### src/rtl/ballot_pkg.sv
// Shared types and bit positions for the ballot console.
// The console's uo_out feeds the voting machine's ui_in directly.
package ballot_pkg;

    typedef enum logic [2:0] {
        ST_CLEAR,
        ST_IDLE,
        ST_ARMED,
        ST_SETUP,
        ST_STROBE,
        ST_HOLD
    } state_e;

    typedef enum logic [1:0] {
        MODE_VOTE  = 2'b00,
        MODE_COUNT = 2'b01,
        MODE_RESET = 2'b10,
        MODE_TEST  = 2'b11
    } mode_e;

    // ui_in positions
    localparam int UI_CAST     = 4;
    localparam int UI_AUTH     = 5;
    localparam int UI_MODE_LSB = 6;

    // uo_out positions
    localparam int UO_CONFIRM  = 4;
    localparam int UO_CLEAR    = 5;
    localparam int UO_MODE_LSB = 6;

    // uio_out positions
    localparam int UIO_ARMED   = 0;
    localparam int UIO_BUSY    = 1;
    localparam int UIO_ERR     = 2;
    localparam int UIO_CNT_LSB = 3;

    function automatic logic is_onehot4(input logic [3:0] v);
        return (v != 4'd0) && ((v & (v - 4'd1)) == 4'd0);
    endfunction

    function automatic int max_of(input int a, input int b);
        return (a > b) ? a : b;
    endfunction

endpackage

### src/rtl/tt_um_ballot_console_if.sv
// Tile pin bundle; master drives the buttons, slave is the console.
interface tt_um_ballot_console_if;
    logic       ena;
    logic [7:0] ui_in;
    logic [7:0] uo_out;
    logic [7:0] uio_in;
    logic [7:0] uio_out;
    logic [7:0] uio_oe;

    modport master (output ena, ui_in, uio_in, input uo_out, uio_out, uio_oe);
    modport slave  (input ena, ui_in, uio_in, output uo_out, uio_out, uio_oe);
endinterface

### src/rtl/btn_conditioner.sv
// 2-FF synchronizer, debounce and rising-edge detect for a W-bit button group.
// A new value must be seen for DEB_CYC consecutive cycles before it is accepted.
module btn_conditioner #(
    parameter int W       = 1,
    parameter int DEB_CYC = 8
) (
    input  logic         clk,
    input  logic         rst_n,
    input  logic [W-1:0] raw_i,
    output logic [W-1:0] level_o,
    output logic [W-1:0] rise_o
);
    localparam int CW = $clog2(DEB_CYC + 1);

    logic [W-1:0]  meta_q, sync_q, cand_q, level_q, level_dly_q;
    logic [CW-1:0] cnt_q;
    logic [CW-1:0] run_d;

    // Length of the current run of an unchanged synchronized value.
    always_comb begin
        run_d = (sync_q == cand_q) ? cnt_q + 1'b1 : CW'(1);
    end

    always_ff @(posedge clk or negedge rst_n) begin
        if (!rst_n) begin
            meta_q      <= '0;
            sync_q      <= '0;
            cand_q      <= '0;
            level_q     <= '0;
            level_dly_q <= '0;
            cnt_q       <= '0;
        end else begin
            meta_q      <= raw_i;
            sync_q      <= meta_q;
            cand_q      <= sync_q;
            level_dly_q <= level_q;
            if (sync_q == level_q) begin
                cnt_q <= '0;
            end else if (run_d >= CW'(DEB_CYC)) begin
                level_q <= sync_q;
                cnt_q   <= '0;
            end else begin
                cnt_q <= run_d;
            end
        end
    end

    assign level_o = level_q;
    assign rise_o  = level_q & ~level_dly_q;

endmodule

### src/rtl/tt_um_ballot_console.sv
// Voter-side console: turns raw buttons into a one-hot bus with a timed confirm
// strobe, issues the post-reset clear pulse and freezes mode during a ballot.
module tt_um_ballot_console
    import ballot_pkg::*;
#(
    parameter int DEB_CYC    = 8,
    parameter int SETUP_CYC  = 2,
    parameter int STROBE_CYC = 3,
    parameter int HOLD_CYC   = 2,
    parameter int CLR_CYC    = 4
) (
    input  logic                         clk,
    input  logic                         rst_n,
    tt_um_ballot_console_if.slave        io
);
    localparam int PMAX = max_of(max_of(SETUP_CYC, STROBE_CYC), max_of(HOLD_CYC, CLR_CYC));
    localparam int PW   = $clog2(PMAX + 1);

    logic [5:0] btn_lvl, btn_rise;
    logic [1:0] mode_lvl, mode_rise;

    for (genvar gi = 0; gi < 6; gi++) begin : g_btn
        btn_conditioner #(.W(1), .DEB_CYC(DEB_CYC)) u_btn (
            .clk     (clk),
            .rst_n   (rst_n),
            .raw_i   (io.ui_in[gi]),
            .level_o (btn_lvl[gi]),
            .rise_o  (btn_rise[gi])
        );
    end

    btn_conditioner #(.W(2), .DEB_CYC(DEB_CYC)) u_mode (
        .clk     (clk),
        .rst_n   (rst_n),
        .raw_i   (io.ui_in[UI_MODE_LSB +: 2]),
        .level_o (mode_lvl),
        .rise_o  (mode_rise)
    );

    state_e        state_q;
    logic [PW-1:0] phase_q;
    logic [3:0]    voter_q;
    logic          confirm_q, clear_q, armed_q, busy_q, err_q;
    mode_e         mode_q;
    logic [4:0]    count_q;

    always_ff @(posedge clk or negedge rst_n) begin
        if (!rst_n) begin
            state_q   <= ST_CLEAR;
            phase_q   <= '0;
            voter_q   <= '0;
            confirm_q <= 1'b0;
            clear_q   <= 1'b1;
            mode_q    <= MODE_VOTE;
            armed_q   <= 1'b0;
            busy_q    <= 1'b0;
            err_q     <= 1'b0;
            count_q   <= '0;
        end else begin
            case (state_q)
                ST_CLEAR: begin
                    if (phase_q == PW'(CLR_CYC - 1)) begin
                        state_q <= ST_IDLE;
                        clear_q <= 1'b0;
                        phase_q <= '0;
                    end else begin
                        phase_q <= phase_q + 1'b1;
                    end
                end
                ST_IDLE: begin
                    if (btn_rise[UI_AUTH]) begin
                        state_q <= ST_ARMED;
                        mode_q  <= MODE_VOTE;
                        armed_q <= 1'b1;
                        phase_q <= '0;
                    end else begin
                        mode_q <= mode_e'(mode_lvl);
                    end
                end
                ST_ARMED: begin
                    // Authorize again cancels; it wins over a simultaneous cast.
                    if (btn_rise[UI_AUTH]) begin
                        state_q <= ST_IDLE;
                        armed_q <= 1'b0;
                        phase_q <= '0;
                    end else if (btn_rise[UI_CAST]) begin
                        if (is_onehot4(btn_lvl[3:0])) begin
                            voter_q <= btn_lvl[3:0];
                            err_q   <= 1'b0;
                            busy_q  <= 1'b1;
                            state_q <= ST_SETUP;
                            phase_q <= '0;
                        end else begin
                            err_q <= 1'b1;
                        end
                    end
                end
                ST_SETUP: begin
                    if (phase_q == PW'(SETUP_CYC - 1)) begin
                        state_q   <= ST_STROBE;
                        confirm_q <= 1'b1;
                        phase_q   <= '0;
                    end else begin
                        phase_q <= phase_q + 1'b1;
                    end
                end
                ST_STROBE: begin
                    if (phase_q == PW'(STROBE_CYC - 1)) begin
                        state_q   <= ST_HOLD;
                        confirm_q <= 1'b0;
                        phase_q   <= '0;
                    end else begin
                        phase_q <= phase_q + 1'b1;
                    end
                end
                ST_HOLD: begin
                    if (phase_q == PW'(HOLD_CYC - 1)) begin
                        state_q <= ST_IDLE;
                        voter_q <= '0;
                        count_q <= count_q + 5'd1;
                        armed_q <= 1'b0;
                        busy_q  <= 1'b0;
                        phase_q <= '0;
                    end else begin
                        phase_q <= phase_q + 1'b1;
                    end
                end
                default: begin
                    state_q <= ST_CLEAR;
                    clear_q <= 1'b1;
                    phase_q <= '0;
                end
            endcase
        end
    end

    assign io.uo_out  = {mode_q, clear_q, confirm_q, voter_q};
    assign io.uio_out = {count_q, err_q, busy_q, armed_q};
    assign io.uio_oe  = 8'hFF;

    logic unused_ok;
    assign unused_ok = ^{io.ena, io.uio_in, btn_lvl[UI_CAST], btn_lvl[UI_AUTH],
                         btn_rise[3:0], mode_rise};

endmodule

### src/flat_wrapper.sv
// flat-port wrapper written by rule: the top's interface ports become plain ports
module tt_um_ballot_console_flat import ballot_pkg::*;
#(
    parameter int DEB_CYC    = 8,
    parameter int SETUP_CYC  = 2,
    parameter int STROBE_CYC = 3,
    parameter int HOLD_CYC   = 2,
    parameter int CLR_CYC    = 4
)
  (clk, rst_n, io_ena, io_ui_in, io_uio_in, io_uo_out, io_uio_out, io_uio_oe);
  tt_um_ballot_console_if io_i ();
  input  logic clk;
  input  logic rst_n;
  input wire logic [$bits(io_i.ena)-1:0] io_ena;
  input wire logic [$bits(io_i.ui_in)-1:0] io_ui_in;
  input wire logic [$bits(io_i.uio_in)-1:0] io_uio_in;
  output wire logic [$bits(io_i.uo_out)-1:0] io_uo_out;
  output wire logic [$bits(io_i.uio_out)-1:0] io_uio_out;
  output wire logic [$bits(io_i.uio_oe)-1:0] io_uio_oe;
  assign io_i.ena = io_ena;
  assign io_i.ui_in = io_ui_in;
  assign io_i.uio_in = io_uio_in;
  assign io_uo_out = io_i.uo_out;
  assign io_uio_out = io_i.uio_out;
  assign io_uio_oe = io_i.uio_oe;
  tt_um_ballot_console #(.DEB_CYC(DEB_CYC), .SETUP_CYC(SETUP_CYC), .STROBE_CYC(STROBE_CYC), .HOLD_CYC(HOLD_CYC), .CLR_CYC(CLR_CYC)) u_core (.clk(clk), .rst_n(rst_n), .io(io_i));
endmodule
### config.mk
export PLATFORM = sky130hd
export DESIGN_NAME = tt_um_ballot_console_flat
export DESIGN_NICKNAME = d
export VERILOG_FILES = /design/src/rtl/ballot_pkg.sv /design/src/rtl/tt_um_ballot_console_if.sv /design/src/rtl/btn_conditioner.sv /design/src/rtl/tt_um_ballot_console.sv /design/src/flat_wrapper.sv
export SDC_FILE = /design/constraint.sdc
export NUM_CORES = 1
export LEC_CHECK = 0
export CORE_ASPECT_RATIO = 0.6
export CORE_MARGIN = 2
export CORE_UTILIZATION = 25
export CTS_BUF_LIST = sky130_fd_sc_hd__clkbuf_8
export DETAILED_ROUTE_END_ITERATION = 6
export SLEW_MARGIN = 20
export SYNTH_ARGS = -nofsm -noshare
export SYNTH_HDL_FRONTEND = slang
export SYNTH_SLANG_ARGS = --single-unit
### constraint.sdc
create_clock -name clk -period 2.2 [get_ports clk]
set_clock_uncertainty 0.15 [all_clocks]
set_input_delay 0.55 -clock clk [delete_from_list [all_inputs] [get_ports clk]]
set_output_delay 0.55 -clock clk [all_outputs]
set_load 0.05 [all_outputs]
Yosys cells after proc, flatten, opt, wreduce, memory -nomap -nowiden
Cells that the tools add are included.
- output and inout bits: 24
- bits in read-only memories: 0
- bits of input ports: 19
- bits in writable memories: 0
- bits in latches: 0
- memories: 0
- logic and storage cells: 193
- register bits after elaboration: 84
- $add $sub $neg: 10
- divide/modulo/power cells: 0
- multiplexer cells: 58
- equality and inequality tests: 33
- multiply operators: 0
- reductions and logical operators: 24
- magnitude comparators: 7
- bitwise operators: 14
- shifts and indexed selects: 0
- operators with widths (kind ; number):
    $mux 4 ; 25
    $mux 3 ; 15
    $add 4x1->4 const B ; 7
    $ge 4x4->1 const B ; 7
    $pmux 3 s6 ; 1
    $reduce_and 2->1 ; 9
    $pmux 3 s5 ; 1
    $eq 1x1->1 ; 12
    $eq 3x2->1 const B ; 4
    $not 1->1 ; 11
    $mux 1 ; 10
    $ne 2x1->1 const B ; 5
    $reduce_and 3->1 ; 3
    $ne 2x2->1 const B ; 4
    $pmux 4 s2 ; 1
    $reduce_and 7->1 ; 1
    $eq 3x1->1 const B ; 2
    $eq 3x3->1 const B ; 2
    $pmux 1 s2 ; 3
    $add 5x1->5 const B ; 1
    $reduce_and 5->1 ; 1
    $reduce_or 5->1 ; 1
    $and 4x4->4 ; 1
    $eq 2x2->1 ; 2
    other kinds (15) ; 17

Longest topological paths before layout
- depth in word-level cells: 8
- mapped depth: 6
- mapped depth without buffers: 6

Modules after synthesis
Synthesis repeated with hierarchy kept, for this count alone.
- cell total of the unflattened synthesis: 358
- area, all modules: 3977.6 µm²
- modules (own cells, without submodules) (module ; area each (µm²) ; cells an instance ; times used):
    btn_conditioner (u_core.g_btn[1].u_btn ...) ; 342.8 ; 28 ; 5
    tt_um_ballot_console ; 1351.3 ; 143 ; 1
    btn_conditioner (u_core.u_mode) ; 565.5 ; 46 ; 1
    btn_conditioner (u_core.g_btn[0].u_btn) ; 346.6 ; 29 ; 1

Least setup slack after synthesis
OpenSTA, ideal clock, no wires.
- path type: register -> register
- start: register u_core.state_q[0]
- end: register u_core.err_q
- setup slack: 581 ps
- data arrival time: 1344 ps
- setup time: 125 ps
- stages on the path, launching flop included: 5
- path through: dfrtp_1 nor3b_2 and3_1 buf_2 mux2_2
- longest elaborated chain between the ends: 2
- ends and longest elaborated chain (what ; line ; text):
    start, declared ; tt_um_ballot_console.sv:40 ; state_e state_q;
    start signal, assigned ; tt_um_ballot_console.sv:49 ; state_q <= ST_CLEAR;
    start signal, assigned ; tt_um_ballot_console.sv:63 ; state_q <= ST_IDLE;
    start signal, assigned ; tt_um_ballot_console.sv:72 ; state_q <= ST_ARMED;
    $eq 3x2->1 ; tt_um_ballot_console.sv:60 ; case (state_q)
    $reduce_and 3->1 (no source line) ; -- ;
    end signal, assigned ; tt_um_ballot_console.sv:57 ; err_q <= 1'b0;
    end signal, assigned ; tt_um_ballot_console.sv:89 ; err_q <= 1'b0;
    end signal, assigned ; tt_um_ballot_console.sv:94 ; err_q <= 1'b1;
    end, declared ; tt_um_ballot_console.sv:43 ; logic confirm_q, clear_q, armed_q, busy_q, err_q;
Every way passes these cells.
A chain may end at the register's enable or synchronous reset.

Worst setup path after layout
- start: register u_core.phase_q[1]
- end: register u_core.state_q[0]
- longest elaborated chain between the ends: 3
- elaborated cells between the ends (all ways): 8
- classes of those cells: eq/ne (7); reduce/logical (1)
- ends and longest elaborated chain (what ; line ; text):
    start, declared ; tt_um_ballot_console.sv:41 ; logic [PW-1:0] phase_q;
    start signal, assigned ; tt_um_ballot_console.sv:67 ; phase_q <= phase_q + 1'b1;
    start signal, assigned ; tt_um_ballot_console.sv:104 ; phase_q <= phase_q + 1'b1;
    start signal, assigned ; tt_um_ballot_console.sv:113 ; phase_q <= phase_q + 1'b1;
    $eq 3x2->1 (tied with other cells) ; tt_um_ballot_console.sv:108 ; if (phase_q == PW'(STROBE_CYC - 1)) begin
    $ne 2x1->1 (no source line) ; -- ;
    $reduce_and 7->1 (no source line) * ; -- ;
    end signal, assigned ; tt_um_ballot_console.sv:109 ; state_q <= ST_HOLD;
    end signal, assigned ; tt_um_ballot_console.sv:118 ; state_q <= ST_IDLE;
    end signal, assigned ; tt_um_ballot_console.sv:129 ; state_q <= ST_CLEAR;
Mark *: on every way between the ends. The rest lies on a longest branch, timed or not.

==> results.md <==
* Status: complete, no violations
* PwrDens at 1030 nW/µm²
* Mux cell area share after synthesis at approximately 1.5%
* Worst path required time at roughly 2300 ps
* Class of the most critical setup path: register to register
* Port Buffers at 25
* Crit. End Element: register
* GR Overflow Total at 0
* Buffer depth of the longest clock path at 2
* Worst r2r path cells at 6
* Number of diodes at 0
* Arr. time, crit path at 1960 ps
* Routed length per placed instance at between 10 and 15 µm
* Worst setup SP type: register
* Fin. max-slew vios at 0
* Mapped Cells at around 340
* Clk root buf: clkbuf_8
* Clock-pin transition on the worst setup and hold timing paths at 110 ps
* Die area at around 16000 µm²
* Worst vdd ir at 0.393 mV
* Area growth from synthesis to layout at 16.8%
* DIE WIDTH at 162 µm
* Crit. path cell count at 6
* Critical Path, Cell by Cell: inv_1 > ha_1 > mux2i_1 > o221ai_2 > o21ai_1 > a32o_1
* Leak at 2.04 nW
* Max-cap violations at 0
* Clock latency on the worst-skew pair at between 300 and 400 ps
* DR pass1 iterations at 4
* Area after DPL at 4170 µm²
* Clock Power Share at 23.9%
* Synth Area in Adders at 4.35%
* Crit-path max FO at 7
* Crit path capture: u_core.state_q[0]
* Number of global-route vias before repair at 2453
* Cts bufs inserted at 9
* Via Count at ~2500
* Net Sw Frac at 39.4%
* DRT iter0 DRCs at 175
* All-Layer GR Usage at a little under a tenth
* Fillers at 1492
* Worst hold path class: register to register
* Main combinational cell family by area after synthesis: simple AND/OR/NAND/NOR gates
* Sequential area share after synthesis at 56.2%
* TritonCTS clock tree: built
* Synthesis-stage register bit count at 84
* Dpl hpwl at 5030 µm
* Yosys Warn Count at 0
* CP max stage cell: dfrtp_1
* Fraction of layout cells with a size suffix above 1 at 13.5%
* RR Startpoint: u_core.phase_q[1]
* Cell variety after synth at 47
* Unrepaired setup endpoints after global routing: false
* R2r endpoint: u_core.state_q[0]
* Crit path max-delay family: compound AO/OA/AOI/OAI gates
* Drt via density at 4.30
* Simple-Gate Fraction of Synth Area at approximately 14%
* Commonest cells after routing, fill and taps aside: dfrtp_1, nand2_1, nor2_1, inv_1, buf_4
* Inst Count DP at 560
* Post-Layout Cell Count at slightly below 600
* Sequential share of power at 45.2%
* Post-DRT Antenna Nets at 0
* Ports at 43
* Average size of a mapped cell at 11.0 µm²
* EDFF count, synth at 0
* FMAX at 539 MHz
* Worst setup path startpoint: u_core.phase_q[1]
* Final wirelength at ~7000 µm
* First-pass GRT wire length at 12000 µm
* Slowest Stage Delay on Critical Path at 420 ps
* Largest net degree at the start of global routing at 36
* Crit path time final at 1850 ps
* Synth Area in Compound Gates at about an eighth
* Internal Pwr Total at 2.73 mW
* Initial core utilization at 25.7%
* # resized after CTS at 0
* Most common cell after layout, fill and taps aside: dfrtp_1
* Final setup fails at 0
* Synth Flop Type: dfrtp_1
* Xor/xnor cell area share of the yosys netlist at 5.62%
* Mapped cell area at around 3700 µm²
* Setup TNS at 0 ps
* Final worst path period share at 84.3%
* Buf/Inv on CP at 1
* Asr flop ratio synth at 100%
* Net Switching at 1.78 mW
* DR DRC count at 0
* Htree depth at 3
* Final Instance Area at 4370 µm²
* # rows at 34
* Fin nets at 406
* Clock sink total at 84
* Flop2flop setup slack at around 350 ps
* Final Hold Viols at 0
* Overall Power at 4.51 mW
* Routability Congestion at 0.800
* Core Box Area at around 15000 µm²
* Part of the power in combinational logic at 30.9%
* Initial antenna violation count at 0
* Die Ht at 98.7 µm
## layer usage
metal,vias up,global-route usage [%],wire (µm)
met1,1206,13.2,3600
met4,0,3.61,112
met2,42,13.5,3010
met3,8,3.28,288
met5,-,0,0
li1,1225,-,-
## cells by family (layout without fill, tap and decap cells)
family                     after synthesis  count (layout)
AOI/OAI and AO/OA                       63              63
adders and majority gates               13              13
xor gates and xnor gates                24              24
and+or+nand+nor                        107             107
other                                    2              15
buffers and inverters                   41              68
DFF                                     84              84
muxes                                    5               5
## flip-flops by register name, summed over array words and instances (netlist names)
signal	cells
u_core.g_btn.u_btn.level_o	6
u_core.voter_q	4
u_core.err_q	1
u_core.g_btn.u_btn.meta_q	6
u_core.u_mode.meta_q	2
u_core.g_btn.u_btn.cnt_q	24
u_core.clear_q	1
u_core.confirm_q	1
u_core.busy_q	1
u_core.g_btn.u_btn.sync_q	6
u_core.phase_q	3
u_core.armed_q	1
u_core.u_mode.cnt_q	4
u_core.g_btn.u_btn.level_dly_q	2
u_core.state_q	3
u_core.count_q	5
u_core.g_btn.u_btn.cand_q	6
u_core.u_mode.level_o	2
u_core.u_mode.sync_q	2
u_core.mode_q	2
u_core.u_mode.cand_q	2
## worst min path at each step
| stage | start | endpoint | slack, ps | depth (start not counted) |
|---|---|---|---|---|
| floorplan | rst_n | u_core.armed_q | 100 | 0 |
| global placement | u_core.g_btn[4].u_btn.meta_q | u_core.g_btn[4].u_btn.sync_q | 180 | 0 |
| detailed placement | u_core.g_btn[4].u_btn.meta_q | u_core.g_btn[4].u_btn.sync_q | 180 | 0 |
| CTS | u_core.u_mode.meta_q[1] | u_core.u_mode.sync_q[1] | 210 | 0 |
| global route | u_core.g_btn[1].u_btn.meta_q | u_core.g_btn[1].u_btn.sync_q | 220 | 0 |
| finish | u_core.u_mode.meta_q[1] | u_core.u_mode.sync_q[1] | 200 | 0 |
## power groups by stage
stage	logic, mW	registers, mW	clock network [mW]
2_1_floorplan	0.986	2.11	0
3_3_place_gp	1.36	2.05	0
3_5_place_dp	1.40	2.07	0
4_1_cts	1.41	2.04	1.12
5_1_grt	1.53	2.08	1.18
6_report	1.39	2.04	1.08
## synthesized netlist by cell type (2+ instances only)
library cell   n  area (µm²)
nand2_1       30         113
and2_1         2        12.5
and3_1        12        75.1
o22ai_1       11        68.8
o2bb2ai_1      6        52.6
inv_1         21        78.8
buf_2          4        20.0
conb_1         2        7.51
mux2_2         4        45.0
o221ai_1       2        17.5
o211ai_1       4        30.0
xor2_1        15         131
nor2_1        30         113
a21oi_1        3        15.0
nor2b_1        4        25.0
nand4_1        2        12.5
buf_4         14         105
a22oi_1        2        15.0
nand3_1       13        65.1
dfrtp_1       83        2080
nand2b_1       5        31.3
nor3_1         4        20.0
o21ai_0       19        95.1
a32oi_1        4        35.0
ha_1          13         163
xnor2_1        9        78.8
## layout make-up
cell class,count,area (µm²),area share (%)
sequential,84,2100,48.2
multi-input combinational,227,1470,33.6
timing repair buffer,31,280,6.42
tap,198,248,5.67
clock buffer,9,124,2.84
inverter,21,78.8,1.80
clock inverter,7,67.6,1.55
## through the flow
stage / hold slack (ps) / utilization (%) / setup WS (ps)
2_1_floorplan: 104 / - / 581
3_5_place_dp: 185 / 28.6 / 384
6_report: 196 / 30.0 / 346
5_1_grt: 216 / 30.0 / 252
4_1_cts: 205 / 30.0 / 356
3_3_place_gp: 184 / 28.6 / 436
## what timing repair did
action	in CTS	in global routing
endpoints found under the hold margin	33	0
hold buffers	1	0
setup endpoints to repair	0	0
setup buffers	0	0
Note: power is estimated with default switching activity, not from simulation.
